===== config.mk =====
export PLATFORM = sky130hd
export DESIGN_NAME = instr_encoder
export DESIGN_NICKNAME = d
export VERILOG_FILES = /design/src/rtl/instr_encoder.sv
export SDC_FILE = /design/constraint.sdc
export NUM_CORES = 1
export LEC_CHECK = 0
export ABC_CLOCK_PERIOD_IN_PS = 3000
export CAP_MARGIN = 25
export CORE_UTILIZATION = 46
export DETAILED_ROUTE_END_ITERATION = 10
export GPL_TIMING_DRIVEN = 0
export HOLD_SLACK_MARGIN = 0.05
export PLACE_DENSITY = 0.81
export RECOVER_POWER = 100
export SYNTH_ARGS = -nofsm -noshare
export SYNTH_HDL_FRONTEND = slang
export SYNTH_SLANG_ARGS = --single-unit
export TNS_END_PERCENT = 50

===== constraint.sdc =====
create_clock -name clk -period 3 [get_ports clk]
set_input_delay 0.75 -clock clk [delete_from_list [all_inputs] [get_ports clk]]
set_output_delay 0.75 -clock clk [all_outputs]
set_load 0.02 [all_outputs]

===== src/rtl/instr_encoder.sv =====
// Instruction encoder/loader: packs symbolic instruction records into MIPS
// machine words and writes them to instruction memory from word address 0.
module instr_encoder #(
  parameter int ADDR_W = 6
) (
  input  logic              clk,
  input  logic              reset,
  input  logic              start,
  input  logic              in_valid,
  output logic              in_ready,
  input  logic [2:0]        in_kind,
  input  logic [4:0]        in_rs,
  input  logic [4:0]        in_rt,
  input  logic [4:0]        in_rd,
  input  logic [2:0]        in_alu,
  input  logic [15:0]       in_imm,
  output logic              imem_we,
  input  logic              imem_ack,
  output logic [ADDR_W-1:0] imem_addr,
  output logic [31:0]       imem_wdata,
  output logic              busy,
  output logic              done,
  output logic              err,
  output logic [1:0]        err_code,
  output logic [ADDR_W:0]   count
);

  localparam logic [2:0] K_R   = 3'd0;
  localparam logic [2:0] K_LW  = 3'd1;
  localparam logic [2:0] K_SW  = 3'd2;
  localparam logic [2:0] K_BEQ = 3'd3;
  localparam logic [2:0] K_END = 3'd4;

  localparam logic [1:0] E_KIND = 2'd1;
  localparam logic [1:0] E_ALU  = 2'd2;
  localparam logic [1:0] E_OVF  = 2'd3;

  typedef enum logic [2:0] {
    S_IDLE,
    S_LOAD,
    S_WRITE,
    S_DONE,
    S_ERROR
  } state_t;

  state_t              state_q, state_d;
  logic [ADDR_W-1:0]   addr_q, addr_d;
  logic [ADDR_W:0]     count_q, count_d;
  logic [31:0]         wdata_q, wdata_d;
  logic                done_q, done_d;
  logic                err_q, err_d;
  logic [1:0]          code_q, code_d;
  logic                mem_full;

  function automatic logic alu_ok(input logic [2:0] alu);
    case (alu)
      3'b010, 3'b110, 3'b000, 3'b001, 3'b111: alu_ok = 1'b1;
      default:                                alu_ok = 1'b0;
    endcase
  endfunction

  function automatic logic [5:0] funct_of(input logic [2:0] alu);
    case (alu)
      3'b010:  funct_of = 6'b100000;
      3'b110:  funct_of = 6'b100010;
      3'b000:  funct_of = 6'b100100;
      3'b001:  funct_of = 6'b100101;
      3'b111:  funct_of = 6'b101010;
      default: funct_of = 6'b000000;
    endcase
  endfunction

  function automatic logic [31:0] encode(input logic [2:0]  kind,
                                         input logic [4:0]  rs,
                                         input logic [4:0]  rt,
                                         input logic [4:0]  rd,
                                         input logic [2:0]  alu,
                                         input logic [15:0] imm);
    case (kind)
      K_LW:    encode = {6'b100011, rs, rt, imm};
      K_SW:    encode = {6'b101011, rs, rt, imm};
      K_BEQ:   encode = {6'b000100, rs, rt, imm};
      default: encode = {6'b000000, rs, rt, rd, 5'b00000, funct_of(alu)};
    endcase
  endfunction

  // count never exceeds DEPTH, so its MSB alone means "memory full"
  assign mem_full = count_q[ADDR_W];

  always_comb begin
    state_d = state_q;
    addr_d  = addr_q;
    count_d = count_q;
    wdata_d = wdata_q;
    done_d  = done_q;
    err_d   = err_q;
    code_d  = code_q;
    if (start) begin
      state_d = S_LOAD;
      addr_d  = '0;
      count_d = '0;
      done_d  = 1'b0;
      err_d   = 1'b0;
      code_d  = 2'd0;
    end else begin
      case (state_q)
        S_LOAD: begin
          if (in_valid) begin
            if (in_kind > K_END) begin
              state_d = S_ERROR;
              err_d   = 1'b1;
              code_d  = E_KIND;
            end else if (in_kind == K_R && !alu_ok(in_alu)) begin
              state_d = S_ERROR;
              err_d   = 1'b1;
              code_d  = E_ALU;
            end else if (in_kind == K_END) begin
              state_d = S_DONE;
              done_d  = 1'b1;
            end else if (mem_full) begin
              state_d = S_ERROR;
              err_d   = 1'b1;
              code_d  = E_OVF;
            end else begin
              state_d = S_WRITE;
              wdata_d = encode(in_kind, in_rs, in_rt, in_rd, in_alu, in_imm);
            end
          end
        end
        S_WRITE: begin
          if (imem_ack) begin
            state_d = S_LOAD;
            addr_d  = addr_q + 1'b1;
            count_d = count_q + 1'b1;
          end
        end
        default: ;
      endcase
    end
  end

  always_ff @(posedge clk or posedge reset) begin
    if (reset) begin
      state_q <= S_IDLE;
      addr_q  <= '0;
      count_q <= '0;
      wdata_q <= '0;
      done_q  <= 1'b0;
      err_q   <= 1'b0;
      code_q  <= 2'd0;
    end else begin
      state_q <= state_d;
      addr_q  <= addr_d;
      count_q <= count_d;
      wdata_q <= wdata_d;
      done_q  <= done_d;
      err_q   <= err_d;
      code_q  <= code_d;
    end
  end

  assign in_ready   = (state_q == S_LOAD);
  assign imem_we    = (state_q == S_WRITE);
  assign busy       = (state_q == S_LOAD) || (state_q == S_WRITE);
  assign imem_addr  = addr_q;
  assign imem_wdata = wdata_q;
  assign done       = done_q;
  assign err        = err_q;
  assign err_code   = code_q;
  assign count      = count_q;

endmodule


==> impl_metrics.yaml, run 1 <==
yosys:
  synthCells: 202
  synth_edf_count: 0
  netlist_area_sq_mm: 0.002303
  ys_ff_latch: 49
  ys_seq_area_share_pct: 53.23
  synth_ff_type: "dfrtp_1"
  syn_avg_cell_area_sq_um: 11.40
  ys_warn_count: 0
  synth_cell_types: 38
  syn_nets: 246
  async_flop_share_pct: 100.0
global_route:
  grt_use_total_pct: 20.80
  grt_pass1_wl_microns: 8307
  grt-ovfl-total: 0
  antenna_found_initial: 0
  grt_max_degree: 31
  grt_pass1_vias: 1770
critical_path:
  cpPeakStageDelay_ns: 0.67
  cp_common_cell: "buf_6"
  critPathMaxFanout: 10
  crit_chain: "dlygate4sd3_1 -> nor2_1 -> a21boi_0 -> or4b_2 -> buf_6 -> buf_6 -> mux2_1"
  arrival_ns: 3.01
  path_buf_inv: 3
  critPathLaunchType: "input port"
  crit_slowest_cell: "or4b_2"
  cp.required_ns: 3.18
  endpoint_kind: "flip-flop"
  worst-setup-path-type: "in2reg"
  cp_top_family: "buffers and inverters"
drt:
  drc: 0
  wl_per_cell_microns: 13.40
  vias: 1800
  ant_nets: 0
  via_per_inst: 4.878
  firstDrtPassIters: 4
  finalWirelength_microns: 4943
  dr.first_iter.drc_count: 80
final_layout:
  finish.utilization_pct: 70.88
  antennaDiodeCount: 0
  area_delta_synth_final_pct: 47.26
  nets: 346
  drive_gt1_share_pct: 15.23
floorplan:
  die_w_microns: 72.77
  start_util_pct: 48.13
  die_h_microns: 72.77
  die-area_sq_mm: 0.005295
  num_rows: 25
  io_pins: 94
  coreArea_sq_mm: 0.004786
clock_tree:
  cts_resized: 0
  clkSlewWorstSetupHoldPaths_ns: 0.08
  cts_buffers: 5
  htree_num_levels: 2
  cts_tree: "yes"
  root_buffer: "clkbuf_8"
  clockBufferDepth: 2
  cts_hold_buf: 0
  clk_latency_ns: 0.29
  cts_setup_buffers: 0
  numClockSinks: 49
sta:
  rsz0062_at_grt: "no"
  min_period_over_period_pct: 94.09
  max_slew.worst_pin.slew_ns: 0.8997
  whs_ns: 0.5032
  clock-skew-final_ns: 0.003015
  final_hold_viol_count: 0
  slew_viol_final: 0
  slew_headroom_pct: 39.20
  setup_viol: 0
  max_clock_freq_mhz: 354.3
  layout_min_cycle_time_ns: 2.823
power_and_ir_drop:
  leakage_nw: 1.604
  vdd_drop_max_mv: 0.3893
  power.density_mw_per_mm2: 579.7
placement:
  gp_congestion: 0.7853
  dp_hpwl_microns: 3759
  io_buffer_count: 92
outcome:
  status: "complete, no violations"
worst_hold_path:
  hp-class: "reg2reg"
job:
  cap_violations: 0
==> cells by family after synthesis <==
kind of cell / Yosys count / share of synthesized area, %
adders and majority gates: 2 / 1.086
DFF: 49 / 53.23
muxes: 35 / 17.44
AOI/OAI and AO/OA: 17 / 4.835
other: 1 / 0.1628
xor gates and xnor gates: 12 / 4.563
and+or+nand+nor: 63 / 13.74
buffers and inverters: 23 / 4.943
==> metal layers <==
layer	wire length [microns]	part of all wire, %	global-route usage (%)
met3	279	5.6	5.663
met2	2448	50	34.27
met4	107	2.2	7.407
met5	0	0	0
met1	2107	43	26.37
==> Yosys cell counts (2+ instances only) <==
library cell | number | share of area [%]
a21oi_1 | 6 | 1.3
a221oi_1 | 2 | 0.76
and3_1 | 3 | 0.81
buf_4 | 3 | 0.98
buf_6 | 2 | 0.98
clkbuf_1 | 6 | 0.98
dfrtp_1 | 49 | 53
ha_1 | 2 | 1.1
inv_1 | 11 | 1.8
mux2_2 | 25 | 12
mux2_4 | 4 | 2.6
mux2i_1 | 6 | 2.6
nand2_1 | 25 | 4.1
nand4_1 | 4 | 1.1
nor2_1 | 16 | 2.6
nor3b_1 | 3 | 0.98
o21ai_0 | 3 | 0.65
or2_2 | 2 | 0.54
xnor2_1 | 3 | 1.1
xor2_1 | 9 | 3.4
==> cell type report <==
| class | instances | area (sq um) |
|---|---|---|
| Fill cell | 379 | 1394 |
| Sequential cell | 49 | 1226 |
| Multi-Input combinational cell | 130 | 955.9 |
| Timing Repair Buffer | 93 | 925.9 |
| Clock buffer | 7 | 86.33 |
| Tap cell | 67 | 83.83 |
| Buffer | 12 | 72.57 |
| Inverter | 11 | 41.29 |
==> state kept, by name, summed over array words and instances (netlist names) <==
name	flops
count	7
imem_addr	6
state_q	3
err_code	2
done	1
err	1
imem_wdata	29
==> final timing paths <==
check / cells after the start / end / from / slack (ns)
max in group asynchronous: 3 / imem_wdata[9]$_DFFE_PP0P_ / reset / 0.82
worst min-delay path: 1 / imem_wdata[28]$_DFFE_PP0P_ / imem_wdata[28]$_DFFE_PP0P_ / 0.50
worst max-delay path: 7 / imem_wdata[12]$_DFFE_PP0P_ / in_kind[1] / 0.18
worst min register to register: 1 / imem_wdata[28]$_DFFE_PP0P_ / imem_wdata[28]$_DFFE_PP0P_ / 0.50
worst max register to register: 6 / imem_wdata[12]$_DFFE_PP0P_ / state_q[1]$_DFFE_PP0P_ / 0.64
min in group asynchronous: 2 / imem_wdata[17]$_DFFE_PP0P_ / reset / 1.01
==> layout by cell type (no fill, tap or decap), types with 2 or more instances in the layout <==
| master | netlist | layout |
|---|---|---|
| mux2_4 | 4 | 3 |
| a21oi_1 | 6 | 6 |
| nand4_1 | 4 | 4 |
| nand2_1 | 25 | 25 |
| xor2_1 | 9 | 9 |
| nor2_1 | 16 | 16 |
| nor3b_1 | 3 | 3 |
| dfrtp_1 | 49 | 49 |
| buf_6 | 2 | 2 |
| mux2_2 | 25 | 25 |
| xnor2_1 | 3 | 3 |
| clkbuf_1 | 6 | 7 |
| ha_1 | 2 | 2 |
| clkdlybuf4s50_1 | 0 | 38 |
| inv_1 | 11 | 11 |
| buf_4 | 3 | 3 |
| or2_2 | 2 | 2 |
| and3_1 | 3 | 3 |
| clkbuf_2 | 0 | 2 |
| mux2i_1 | 6 | 6 |
| a221oi_1 | 2 | 2 |
| clkbuf_8 | 0 | 6 |
| o21ai_0 | 3 | 3 |
| dlygate4sd3_1 | 0 | 54 |
==> stage by stage <==
stage	TNS (ns)	cells	setup slack (ns)	power, W	area (sq um)
2_1_floorplan	0	202	0.6870	0.001268	2303
3_3_place_gp	-0.04126	361	-0.02926	0.001647	3308
3_5_place_dp	-0.02590	362	-0.02214	0.001670	3328
4_1_cts	0	369	0.3087	0.002055	3415
5_1_grt	0	369	0.06195	0.002070	3392
6_report	0	369	0.1773	0.001966	3392
==> report_power, final <==
group | switching [W] | internal, W | leakage [nW]
Sequential | 0.0000631 | 0.000794 | 0.632
Clock | 0.000203 | 0.000183 | 0.0443
Combinational | 0.000352 | 0.000371 | 0.928
Total | 0.000618 | 0.00135 | 1.60
Note: power is estimated with default switching activity, not from simulation.
==> run 2: changes to the inputs <==
--- a/config.mk
+++ b/config.mk
@@ -7,6 +7,7 @@
 export LEC_CHECK = 0
 export ABC_CLOCK_PERIOD_IN_PS = 3000
 export CAP_MARGIN = 25
+export CORE_ASPECT_RATIO = 1.2
 export CORE_UTILIZATION = 46
 export DETAILED_ROUTE_END_ITERATION = 10
 export GPL_TIMING_DRIVEN = 0
==> impl_metrics.yaml, run 2 (same netlist as run 1, synthesis figures left out) <==
power_and_ir_drop:
  power.density_mw_per_mm2: 583.3
  total_power_w: 0.001974
  vdd_drop_max_mv: 0.4036
  leakage_nw: 1.599
sta:
  max_slew.worst_pin.slew_ns: 0.9026
  clock-skew-final_ns: 0.003204
  tns_ns: 0
  min_period_over_period_pct: 93.46
  slew_headroom_pct: 39.01
  slew_viol_final: 0
  setup_viol: 0
  whs_ns: 0.4924
  max_clock_freq_mhz: 356.7
  rsz0062_at_grt: "no"
  layout_min_cycle_time_ns: 2.804
  fin_ws_ns: 0.1963
  final_hold_viol_count: 0
critical_path:
  crit_chain: "dlygate4sd3_1 -> nor2_1 -> a21boi_0 -> or4b_2 -> buf_6 -> buf_6 -> mux2_1"
  critPathLaunchType: "input port"
  critPathMaxFanout: 10
  worst-setup-path-type: "in2reg"
  arrival_ns: 2.99
  cpPeakStageDelay_ns: 0.66
  crit_slowest_cell: "or4b_2"
  cp_common_cell: "buf_6"
  r2r_slack_ns: 0.64
  cp_top_family: "buffers and inverters"
  endpoint_kind: "flip-flop"
  path_buf_inv: 3
  cp.required_ns: 3.18
drt:
  firstDrtPassIters: 4
  vias: 1820
  ant_nets: 0
  via_per_inst: 5.042
  drc: 0
  finalWirelength_microns: 4972
  wl_per_cell_microns: 13.77
  dr.first_iter.drc_count: 67
clock_tree:
  root_buffer: "clkbuf_8"
  htree_num_levels: 2
  cts_setup_buffers: 0
  cts_tree: "yes"
  numClockSinks: 49
  clk_latency_ns: 0.30
  cts_buffers: 5
  clkSlewWorstSetupHoldPaths_ns: 0.08
  cts_resized: 0
  clockBufferDepth: 2
  cts_hold_buf: 0
final_layout:
  nets: 346
  finish.utilization_pct: 72.08
  largest_reg_flops: 29
  antennaDiodeCount: 0
  multi_input_area_sq_um: 944.7
  layout_commonest_cell: "dlygate4sd3_1"
  area_delta_synth_final_pct: 46.93
  nFillCells: 344
  final_cell_mix: "dlygate4sd3_1 (54), dfrtp_1 (49), clkdlybuf4s50_1 (38), nand2_1 (25), mux2_2 (25)"
  seq_area_sq_mm: 0.001226
  drive_gt1_share_pct: 14.85
floorplan:
  die_w_microns: 66.60
  die-area_sq_mm: 0.005296
  start_util_pct: 49.05
  num_rows: 27
  io_pins: 94
  die_h_microns: 79.52
  coreArea_sq_mm: 0.004696
job:
  cap_violations: 0
global_route:
  antenna_found_initial: 0
  grt_max_degree: 36
  grt_use_total_pct: 20.96
  grt-ovfl-total: 0
  grt_pass1_vias: 1879
  grt_pass1_wl_microns: 8376
placement:
  io_buffer_count: 92
  gp_congestion: 0.7237
  place_ws_ns: 0.01213
  dp_hpwl_microns: 3709
worst_hold_path:
  hp-class: "reg2reg"
outcome:
  status: "complete, no violations"
## run 2: changes by cell type in the layout (fill, tap and decap cells not counted), sizes merged
cell,delta
clkinv,+1
## run 2: metal layers
| layer | global-route usage (%) | up-vias | wire length (microns) |
|---|---|---|---|
| li1 | - | 881 | - |
| met1 | 24.07 | 869 | 2043 |
| met2 | 36.87 | 62 | 2494 |
| met3 | 5.429 | 8 | 354 |
| met4 | 7.447 | 0 | 80 |
| met5 | 0 | - | 0 |
## run 2: path summary, 6_finish.rpt
kind | start | end | depth (start not counted)
max | in_kind[1] | imem_wdata[13]$_DFFE_PP0P_ | 7
min | imem_wdata[11]$_DFFE_PP0P_ | imem_wdata[11]$_DFFE_PP0P_ | 1
max reg2reg | state_q[1]$_DFFE_PP0P_ | imem_wdata[13]$_DFFE_PP0P_ | 6
min reg2reg | imem_wdata[11]$_DFFE_PP0P_ | imem_wdata[11]$_DFFE_PP0P_ | 1
max in group asynchronous | reset | imem_wdata[3]$_DFFE_PP0P_ | 3
min in group asynchronous | reset | count[5]$_DFFE_PP0P_ | 2
## run 2: where the power goes
group / internal [W] / switching [W] / leakage (nW)
clock network: 0.000209 / 0.000209 / 0.0542
registers: 0.000793 / 0.0000598 / 0.632
logic: 0.000359 / 0.000344 / 0.913
total: 0.00136 / 0.000613 / 1.60
## run 2: metrics by stage
stage               area, sq um  cells
finish                     3385    361
global route               3385    361
CTS                        3418    361
detailed placement         3317    353
global placement           3297    352
floorplan                  2303    202
## run 2: area by class of cell
type | instances | area share, %
multi-input combinational | 130 | 27.91
timing repair buffer | 93 | 27.36
clock inverter | 1 | 0.1479
buffer | 12 | 2.144
clock buffer | 7 | 2.847
inverter | 11 | 1.220
sequential | 49 | 36.23
tap | 58 | 2.144
==> run 3: changes to the inputs <==
--- a/config.mk
+++ b/config.mk
@@ -14,6 +14,7 @@
 export HOLD_SLACK_MARGIN = 0.05
 export PLACE_DENSITY = 0.81
 export RECOVER_POWER = 100
+export SETUP_SLACK_MARGIN = 0.4
 export SYNTH_ARGS = -nofsm -noshare
 export SYNTH_HDL_FRONTEND = slang
 export SYNTH_SLANG_ARGS = --single-unit
==> impl_metrics.yaml, run 3 (same netlist as run 1, synthesis figures left out) <==
critical_path:
  path_buf_inv: 3
  r2r_slack_ns: 0.80
  cp_top_family: "buffers and inverters"
  cpPeakStageDelay_ns: 0.61
  critPathMaxFanout: 10
  cp_common_cell: "buf_6"
  critPathLaunchType: "input port"
  crit_slowest_cell: "dlygate4sd3_1"
  arrival_ns: 2.85
  crit_chain: "dlygate4sd3_1 -> nor2_2 -> a21boi_0 -> or4b_4 -> buf_6 -> buf_6 -> mux2_4"
  worst-setup-path-type: "in2reg"
  cp.required_ns: 3.19
  endpoint_kind: "flip-flop"
drt:
  finalWirelength_microns: 5043
  wl_per_cell_microns: 13.93
  ant_nets: 0
  vias: 1835
  via_per_inst: 5.069
  firstDrtPassIters: 4
  drc: 0
  dr.first_iter.drc_count: 82
power_and_ir_drop:
  leakage_nw: 1.633
  p_sw_w: 0.0006187
  comb_power_share_pct: 36.3
  power.density_mw_per_mm2: 583.4
  vdd_drop_max_mv: 0.4046
  total_power_w: 0.001999
  swShare_pct: 30.95
  clkPwrFrac_pct: 20.9
  p_int_w: 0.001381
  pwr-share-seq_pct: 42.8
final_layout:
  area_delta_synth_final_pct: 48.78
  drive_gt1_share_pct: 18.09
  final_cell_mix: "dlygate4sd3_1 (55), dfrtp_1 (49), clkdlybuf4s50_1 (37), nand2_1 (25), mux2_2 (25)"
  largest_reg_flops: 29
  layout_commonest_cell: "dlygate4sd3_1"
  postLayoutCellArea_sq_mm: 0.003427
  antennaDiodeCount: 0
  nets: 347
sta:
  min_period_over_period_pct: 88.67
  max_slew.worst_pin.slew_ns: 0.8711
  tns_ns: 0
  slew_headroom_pct: 41.93
  setup_viol: 0
  slew_viol_final: 0
  layout_min_cycle_time_ns: 2.660
  clock-skew-final_ns: 0.004357
  rsz0062_at_grt: "yes"
  final_hold_viol_count: 0
  max_clock_freq_mhz: 375.9
global_route:
  grt_use_total_pct: 20.93
  grt_max_degree: 36
  antenna_found_initial: 0
  grt_pass1_vias: 1868
  grt-ovfl-total: 0
  grt_pass1_wl_microns: 8362
clock_tree:
  clockBufferDepth: 2
  cts_buffers: 5
  cts_tree: "yes"
  root_buffer: "clkbuf_8"
  htree_num_levels: 2
  cts_hold_buf: 0
  numClockSinks: 49
  clk_latency_ns: 0.30
  clkSlewWorstSetupHoldPaths_ns: 0.08
floorplan:
  die_h_microns: 79.52
  io_pins: 94
  die_w_microns: 66.60
  start_util_pct: 49.05
  num_rows: 27
  die-area_sq_mm: 0.005296
  coreArea_sq_mm: 0.004696
job:
  cap_violations: 0
placement:
  dpl_cell_area_sq_mm: 0.003317
  dp_hpwl_microns: 3709
  io_buffer_count: 92
  gp_congestion: 0.7237
outcome:
  status: "complete, no violations"
worst_hold_path:
  hp-class: "reg2reg"
-- run 3: stage by stage --
stage	util [%]	hold slack [ns]	instances	worst slack, ns
final	72.98	0.5007	362	0.3400
after global routing	72.98	0.5158	362	0.2023
after detailed placement	70.64	0.4917	353	0.01213
after floorplan	-	0.5335	202	0.6870
after global placement	70.21	0.4756	352	0.01842
after CTS	72.96	0.5112	361	0.3950
-- run 3: final cells by class --
class,count,area [sq um]
buffer,12,75.07
clock buffer,7,96.34
clock inverter,1,5.005
fill,335,1269
inverter,11,41.29
multi-input combinational,130,977.2
sequential,49,1226
tap,58,72.57
timing repair buffer,94,933.4
-- run 3: timing repair --
action,in CTS,in global routing
pin swaps,0,0
buffers inserted,0,1
endpoints found under the hold margin,0,0
resized for setup,3,4
setup endpoints to repair,10,20
gates cloned,0,0
-- run 3: worst paths after layout --
kind                                            startpoint                          to  cells past startpoint
worst max-delay path                            in_kind[1]  imem_wdata[13]$_DFFE_PP0P_                      7
worst min-delay path            imem_wdata[21]$_DFFE_PP0P_  imem_wdata[21]$_DFFE_PP0P_                      1
worst max register to register      state_q[2]$_DFFE_PP0P_  imem_wdata[13]$_DFFE_PP0P_                      6
worst min register to register  imem_wdata[21]$_DFFE_PP0P_  imem_wdata[21]$_DFFE_PP0P_                      1
max in group asynchronous                            reset  imem_wdata[14]$_DFFE_PP0P_                      3
min in group asynchronous                            reset        count[5]$_DFFE_PP0P_                      2
-- run 3: layer usage --
| layer | vias up | share of wire, % | track usage [%] | wire (microns) |
|---|---|---|---|---|
| met1 | 881 | 42 | 24.07 | 2101 |
| met5 | - | 0 | 0 | 0 |
| met4 | 0 | 1.6 | 7.021 | 80 |
| met2 | 62 | 50 | 36.97 | 2522 |
| li1 | 884 | - | - | - |
| met3 | 8 | 6.7 | 5.429 | 339 |
-- run 3: power by group through the flow --
stage | Sequential [W] | Combinational (W) | Clock (W)
2_1_floorplan | 0.00104 | 0.000229 | 0
3_3_place_gp | 0.000869 | 0.000774 | 0
3_5_place_dp | 0.000877 | 0.000789 | 0
4_1_cts | 0.000863 | 0.000792 | 0.000430
5_1_grt | 0.000874 | 0.000781 | 0.000456
6_report | 0.000855 | 0.000726 | 0.000418
-- run 3: worst register-to-register path: cells and delay by family (launching register included) --
kind / cells / cell delay [ns]
AND/OR/NAND/NOR: 3 / 1.03
multiplexers: 1 / 0.30
buffers and inverters: 2 / 0.32
flip-flops: 1 / 0.45
